File: config.mk
export PLATFORM = sky130hd
export DESIGN_NAME = adder_rr_scheduler
export DESIGN_NICKNAME = d
export VERILOG_FILES = /design/src/rtl/adder_sched_pkg.sv /design/src/rtl/adder_rr_scheduler_rca_adder.sv /design/src/rtl/adder_rr_scheduler.sv
export SDC_FILE = /design/constraint.sdc
export NUM_CORES = 1
export LEC_CHECK = 0
export ABC_AREA = 1
export BUFFER_PORTS_ARGS = -buffer_cell sky130_fd_sc_hd__buf_2
export CELL_PAD_IN_SITES_DETAIL_PLACEMENT = 1
export CELL_PAD_IN_SITES_GLOBAL_PLACEMENT = 1
export CORE_ASPECT_RATIO = 0.75
export CORE_MARGIN = 2
export CORE_UTILIZATION = 39
export CTS_BUF_LIST = sky130_fd_sc_hd__clkbuf_4 sky130_fd_sc_hd__clkbuf_8
export DETAILED_ROUTE_END_ITERATION = 12
export PLACE_DENSITY = 0.85
export SETUP_SLACK_MARGIN = 0.3
export SYNTH_ARGS = -nofsm -noshare
export SYNTH_HDL_FRONTEND = slang
export SYNTH_SLANG_ARGS = --single-unit
File: constraint.sdc
create_clock -name clk -period 8.25 [get_ports clk]
set_input_delay 0 -clock clk [delete_from_list [all_inputs] [get_ports clk]]
set_output_delay 0 -clock clk [all_outputs]
set_load 0.1 [all_outputs]
File: src/rtl/adder_sched_pkg.sv
// Shared types and defaults for the round-robin adder scheduler.
package adder_sched_pkg;

    // Scheduler phases: operand capture, add, result hand-off.
    typedef enum logic [1:0] {
        IDLE = 2'd0,
        CALC = 2'd1,
        HOLD = 2'd2
    } sched_state_t;

    localparam int N_REQ_DEF = 4;
    localparam int WIDTH_DEF = 10;
    localparam int ID_W      = $clog2(N_REQ_DEF);

endpackage

File: src/rtl/adder_rr_scheduler_rca_adder.sv
// Combinational ripple-carry adder, carry-in tied low.
module rca_adder #(
    parameter int WIDTH = 10
) (
    input  logic [WIDTH-1:0] a,
    input  logic [WIDTH-1:0] b,
    output logic [WIDTH-1:0] sum,
    output logic             cout
);

    logic [WIDTH:0] carry;

    assign carry[0] = 1'b0;

    // One full-adder cell per bit, carry rippling from LSB to MSB.
    for (genvar i = 0; i < WIDTH; i++) begin : g_fa
        logic p;
        assign p          = a[i] ^ b[i];
        assign sum[i]     = p ^ carry[i];
        assign carry[i+1] = (a[i] & b[i]) | (carry[i] & p);
    end

    assign cout = carry[WIDTH];

endmodule

File: src/rtl/adder_rr_scheduler.sv
// Round-robin scheduler sharing one registered adder among N_REQ requesters.
//
// state | meaning
// IDLE  | arbitrating; req_ready one-hot on the round-robin winner
// CALC  | latched operands propagating through the adder
// HOLD  | result presented on rsp_*, waiting for rsp_ready
module adder_rr_scheduler
    import adder_sched_pkg::*;
#(
    parameter  int N_REQ = N_REQ_DEF,
    parameter  int WIDTH = WIDTH_DEF,
    localparam int RID_W = $clog2(N_REQ)
) (
    input  logic                   clk,
    input  logic                   rst_n,
    input  logic [N_REQ-1:0]       req_valid,
    output logic [N_REQ-1:0]       req_ready,
    input  logic [N_REQ*WIDTH-1:0] req_a,
    input  logic [N_REQ*WIDTH-1:0] req_b,
    output logic                   rsp_valid,
    input  logic                   rsp_ready,
    output logic [WIDTH-1:0]       rsp_sum,
    output logic                   rsp_cout,
    output logic [RID_W-1:0]       rsp_id
);

    sched_state_t     state_q;
    sched_state_t     state_d;
    logic [RID_W-1:0] rr_ptr;
    logic [RID_W-1:0] grant_idx;
    logic             grant_hit;
    logic             accept;
    logic [WIDTH-1:0] op_a;
    logic [WIDTH-1:0] op_b;
    logic [RID_W-1:0] op_id;
    logic [WIDTH-1:0] add_sum;
    logic             add_cout;

    rca_adder #(.WIDTH(WIDTH)) u_rca (
        .a    (op_a),
        .b    (op_b),
        .sum  (add_sum),
        .cout (add_cout)
    );

    // Round-robin search starting at rr_ptr, wrapping modulo N_REQ.
    always_comb begin
        int j;
        j         = 0;
        grant_hit = 1'b0;
        grant_idx = '0;
        for (int k = 0; k < N_REQ; k++) begin
            j = int'(rr_ptr) + k;
            if (j >= N_REQ) j = j - N_REQ;
            if (!grant_hit && req_valid[j]) begin
                grant_hit = 1'b1;
                grant_idx = RID_W'(j);
            end
        end
    end

    // Ready only in IDLE and never while reset is asserted (state is forced to IDLE then).
    assign req_ready = (rst_n && (state_q == IDLE) && grant_hit)
                       ? (N_REQ'(1) << grant_idx) : '0;
    assign accept    = |(req_ready & req_valid);

    // State register.
    always_ff @(posedge clk or negedge rst_n) begin
        if (!rst_n) state_q <= IDLE;
        else        state_q <= state_d;
    end

    // Next-state logic.
    always_comb begin
        state_d = state_q;
        case (state_q)
            IDLE:    if (accept) state_d = CALC;
            CALC:    state_d = HOLD;
            HOLD:    if (rsp_valid && rsp_ready) state_d = IDLE;
            default: state_d = IDLE;
        endcase
    end

    // Operand capture, pointer advance and response registers.
    always_ff @(posedge clk or negedge rst_n) begin
        if (!rst_n) begin
            rr_ptr    <= '0;
            op_a      <= '0;
            op_b      <= '0;
            op_id     <= '0;
            rsp_valid <= 1'b0;
            rsp_sum   <= '0;
            rsp_cout  <= 1'b0;
            rsp_id    <= '0;
        end else begin
            if (accept) begin
                op_a   <= req_a[grant_idx*WIDTH +: WIDTH];
                op_b   <= req_b[grant_idx*WIDTH +: WIDTH];
                op_id  <= grant_idx;
                rr_ptr <= (grant_idx == RID_W'(N_REQ - 1)) ? '0 : grant_idx + 1'b1;
            end
            if (state_q == CALC) begin
                rsp_sum   <= add_sum;
                rsp_cout  <= add_cout;
                rsp_id    <= op_id;
                rsp_valid <= 1'b1;
            end
            // Payload deliberately left in place after the hand-off.
            if ((state_q == HOLD) && rsp_valid && rsp_ready) rsp_valid <= 1'b0;
        end
    end

endmodule
==> flow_summary_export.csv <==
group,metric,value,unit
floorplanning,io-pin-count,105,
yosys,synth_area_per_inst,6.68,um^2
route,drt.antenna.violating_nets,0,
global_routing,grtUsageTotal,0.229,
clocking,holdBufCountCts,2,
worst_setup_path,critical_path.most_common_cell,"sky130_fd_sc_hd__fa_1",
timing,slew_headroom,0.397,
global_routing,grt_first_pass_wirelength,16000,um
placement,place.detailed.hpwl,7790,um
worst_setup_path,crit_chain,"ha_1, inv_1, fa_1, inv_1, fa_1, fa_1, fa_1, fa_1, fa_1, fa_1, fa_1, inv_1, fa_1, o21ai_0",
worst_setup_path,cp.required,8.46,ns
timing,worst_pin_slew,0.904,ns
route,vias_per_cell,4.93,
cells_and_area,final_nets,673,
clocking,cts_repair_resize_count,0,
clocking,clk_latency,0.29,ns
global_routing,first_global_vias,3334,
worst_setup_path,worst_setup_path_start_kind,"flop",
yosys,post-synth-top-area-cell,"sky130_fd_sc_hd__dfrtp_1",
yosys,area_share_of_the_largest_cell_type_after_synthesis,0.310,
global_routing,grt_overflow,0,
clocking,cts-htree-levels,2,
route,drt_drc_violations_left,0,
yosys,synth.cell_area,3220,um^2
floorplanning,die_h,82.7,um
floorplanning,floorplan.die.width,109,um
floorplanning,initial_utilization,0.405,
yosys,postSynthRegisterBits,40,
placement,instance_area_at_placement,3750,um^2
run,cap_viol_max_count,0,
clocking,clock_root_buffer,"sky130_fd_sc_hd__clkbuf_8",
route,via_count,3341,
cells_and_area,final_design_area_no_fill,3890,um^2
global_routing,grt_antenna_before_repair,0,
worst_setup_path,critical_path_arrival,4.66,ns
worst_setup_path,worst_setup_path_end_kind,"flop",
global_routing,largest_net_degree_at_the_start_of_global_routing,47,
worst_setup_path,crit_fanout,2,
placement,place_congestion,0.851,
timing,timing.final.setup_violations,0,
route,routed_wirelength,9890,um
clocking,clock_path_buffers,2,
yosys,synth.distinct_cells,25,
timing,total_negative_slack,0,ns
timing,hold_violation_count_in_the_final_report,0,
timing,finalClockSkew,0.00485,ns
floorplanning,placement_rows,28,
cells_and_area,layout.cells.most_common,"sky130_fd_sc_hd__nand2_1",
yosys,postSynthNetCount,584,
clocking,post-cts-setup-buffers,0,
worst_setup_path,worstRegToRegCells,14,
cells_and_area,areaGrowthSynthToFinish,20.5,%
timing,fin_max_slew_vios,0,
route,drt-pass1-iter-count,4,
worst_setup_path,delay_contributed_by_the_slowest_stage_of_the_critical_path,0.43,ns
yosys,synth_area_leaders,"sky130_fd_sc_hd__dfrtp_1 (31%), sky130_fd_sc_hd__nand2_1 (19%), sky130_fd_sc_hd__inv_1 (12%)",
clocking,cts_tree,"yes",
worst_setup_path,cp_slowest_cell,"sky130_fd_sc_hd__fa_1",
timing,fmax,225,MHz
clocking,path_clk_slew,0.08,ns
yosys,ys_seq_area_frac,0.310,
status,run_status,"complete, no violations",
floorplanning,design.die.area,9020,um^2
cells_and_area,diodes,0,
worst_setup_path,setup.worst_path.class,"reg2reg",
clocking,clock_sink_count,40,
placement,io_buffer_count,104,
hold_path,timing.hold.worst.class,"in2reg",
yosys,synth.yosys.warnings,0,
timing,period_share,0.539,
cells_and_area,layout.cells.most_common_list,"sky130_fd_sc_hd__nand2_1 (160), sky130_fd_sc_hd__buf_2 (104), sky130_fd_sc_hd__inv_1 (102)",
hold_path,hold_depth,7,
floorplanning,core,7950,um^2
clocking,cts-buffers-inserted,5,
yosys,synthCells,483,
timing,final_period_minus_worst_setup_slack,4.45,ns
route,route.detailed.wl_per_inst,14.6,um
cells_and_area,drive_gt1_frac,0.255,
route,drtIter0Drc,174,
timing,rsz0062_at_grt,"false",
==> through the flow <==
stage	utilization	worst slack, ns	hold WS [ns]	std cells
after floorplan	-	4.15	-0.296	483
after global placement	0.472	4.05	0.158	668
after detailed placement	0.472	3.80	0.176	668
after CTS	0.489	3.76	0.107	678
after global routing	0.489	3.44	0.153	678
final	0.489	3.80	0.104	678
==> cells in the mapped netlist <==
master                       n
sky130_fd_sc_hd__nand2_1   160
sky130_fd_sc_hd__inv_1     102
sky130_fd_sc_hd__nand3_1    48
sky130_fd_sc_hd__nand4_1    44
sky130_fd_sc_hd__dfrtp_1    40
sky130_fd_sc_hd__nand2_2    13
sky130_fd_sc_hd__clkbuf_1   12
sky130_fd_sc_hd__buf_2      10
sky130_fd_sc_hd__mux2_2     10
sky130_fd_sc_hd__fa_1        9
sky130_fd_sc_hd__o21ai_0     8
sky130_fd_sc_hd__nor2_1      6
sky130_fd_sc_hd__ha_1        5
sky130_fd_sc_hd__inv_2       3
sky130_fd_sc_hd__buf_6       2
sky130_fd_sc_hd__nor2_2      2
sky130_fd_sc_hd__a21oi_1     1
sky130_fd_sc_hd__a31oi_1     1
sky130_fd_sc_hd__buf_1       1
sky130_fd_sc_hd__buf_4       1
sky130_fd_sc_hd__buf_8       1
sky130_fd_sc_hd__nand3_2     1
sky130_fd_sc_hd__nand3_4     1
sky130_fd_sc_hd__nor2_4      1
sky130_fd_sc_hd__nor3b_1     1
==> registers in the layout (all words and copies together) (netlist names) <==
name / cells
op_a: 10
op_b: 10
rsp_sum: 10
op_id: 2
rr_ptr: 2
rsp_id: 2
state_q: 2
rsp_cout: 1
rsp_valid: 1
==> layout make-up <==
| cell class | instances | area (um^2) |
|---|---|---|
| fill | 1082 | 4070 |
| sequential | 40 | 1000 |
| inverter | 105 | 394 |
| clock inverter | 3 | 42.5 |
| clock buffer | 5 | 68.8 |
| tap | 105 | 131 |
| timing repair buffer | 109 | 563 |
| multi-input combinational | 311 | 1690 |
==> worst max-delay path, delay by kind of cell (launching register included) <==
family	cells	cell delay (ns)
adder cells (fa/ha/maj)	10	3.60
flip-flops	1	0.40
buffers and inverters	3	0.20
AO/OA/AOI/OAI	1	0.16
==> kinds of logic after synthesis <==
family,after synthesis,share of synthesized area
muxes,10,0.0349
buffers and inverters,132,0.167
adders and majority gates,14,0.0753
and+or+nand+nor,277,0.397
DFF,40,0.310
AOI/OAI and AO/OA,10,0.0159
==> metal layers <==
layer / share of wire / up-vias / global-route usage
met5: 0 / - / 0
met4: 0.0047 / 0 / 0.0500
met3: 0.038 / 4 / 0.0220
met2: 0.47 / 84 / 0.389
met1: 0.49 / 1587 / 0.317
li1: - / 1666 / -
==> final timing paths <==
| kind | startpoint | to | slack, ns |
|---|---|---|---|
| max | op_a[0] | rsp_sum[9] | 3.80 |
| min | req_b[24] | op_b[4] | 0.10 |
| max reg2reg | op_a[0] | rsp_sum[9] | 3.80 |
| min reg2reg | op_a[1] | op_a[1] | 0.49 |
| max in group asynchronous | rst_n | op_a[4] | 7.33 |
| min in group asynchronous | rst_n | rsp_id[1] | 0.36 |
Power is not shown: default switching activity piles up to over one toggle a cycle in this logic, so the estimate is an artifact.
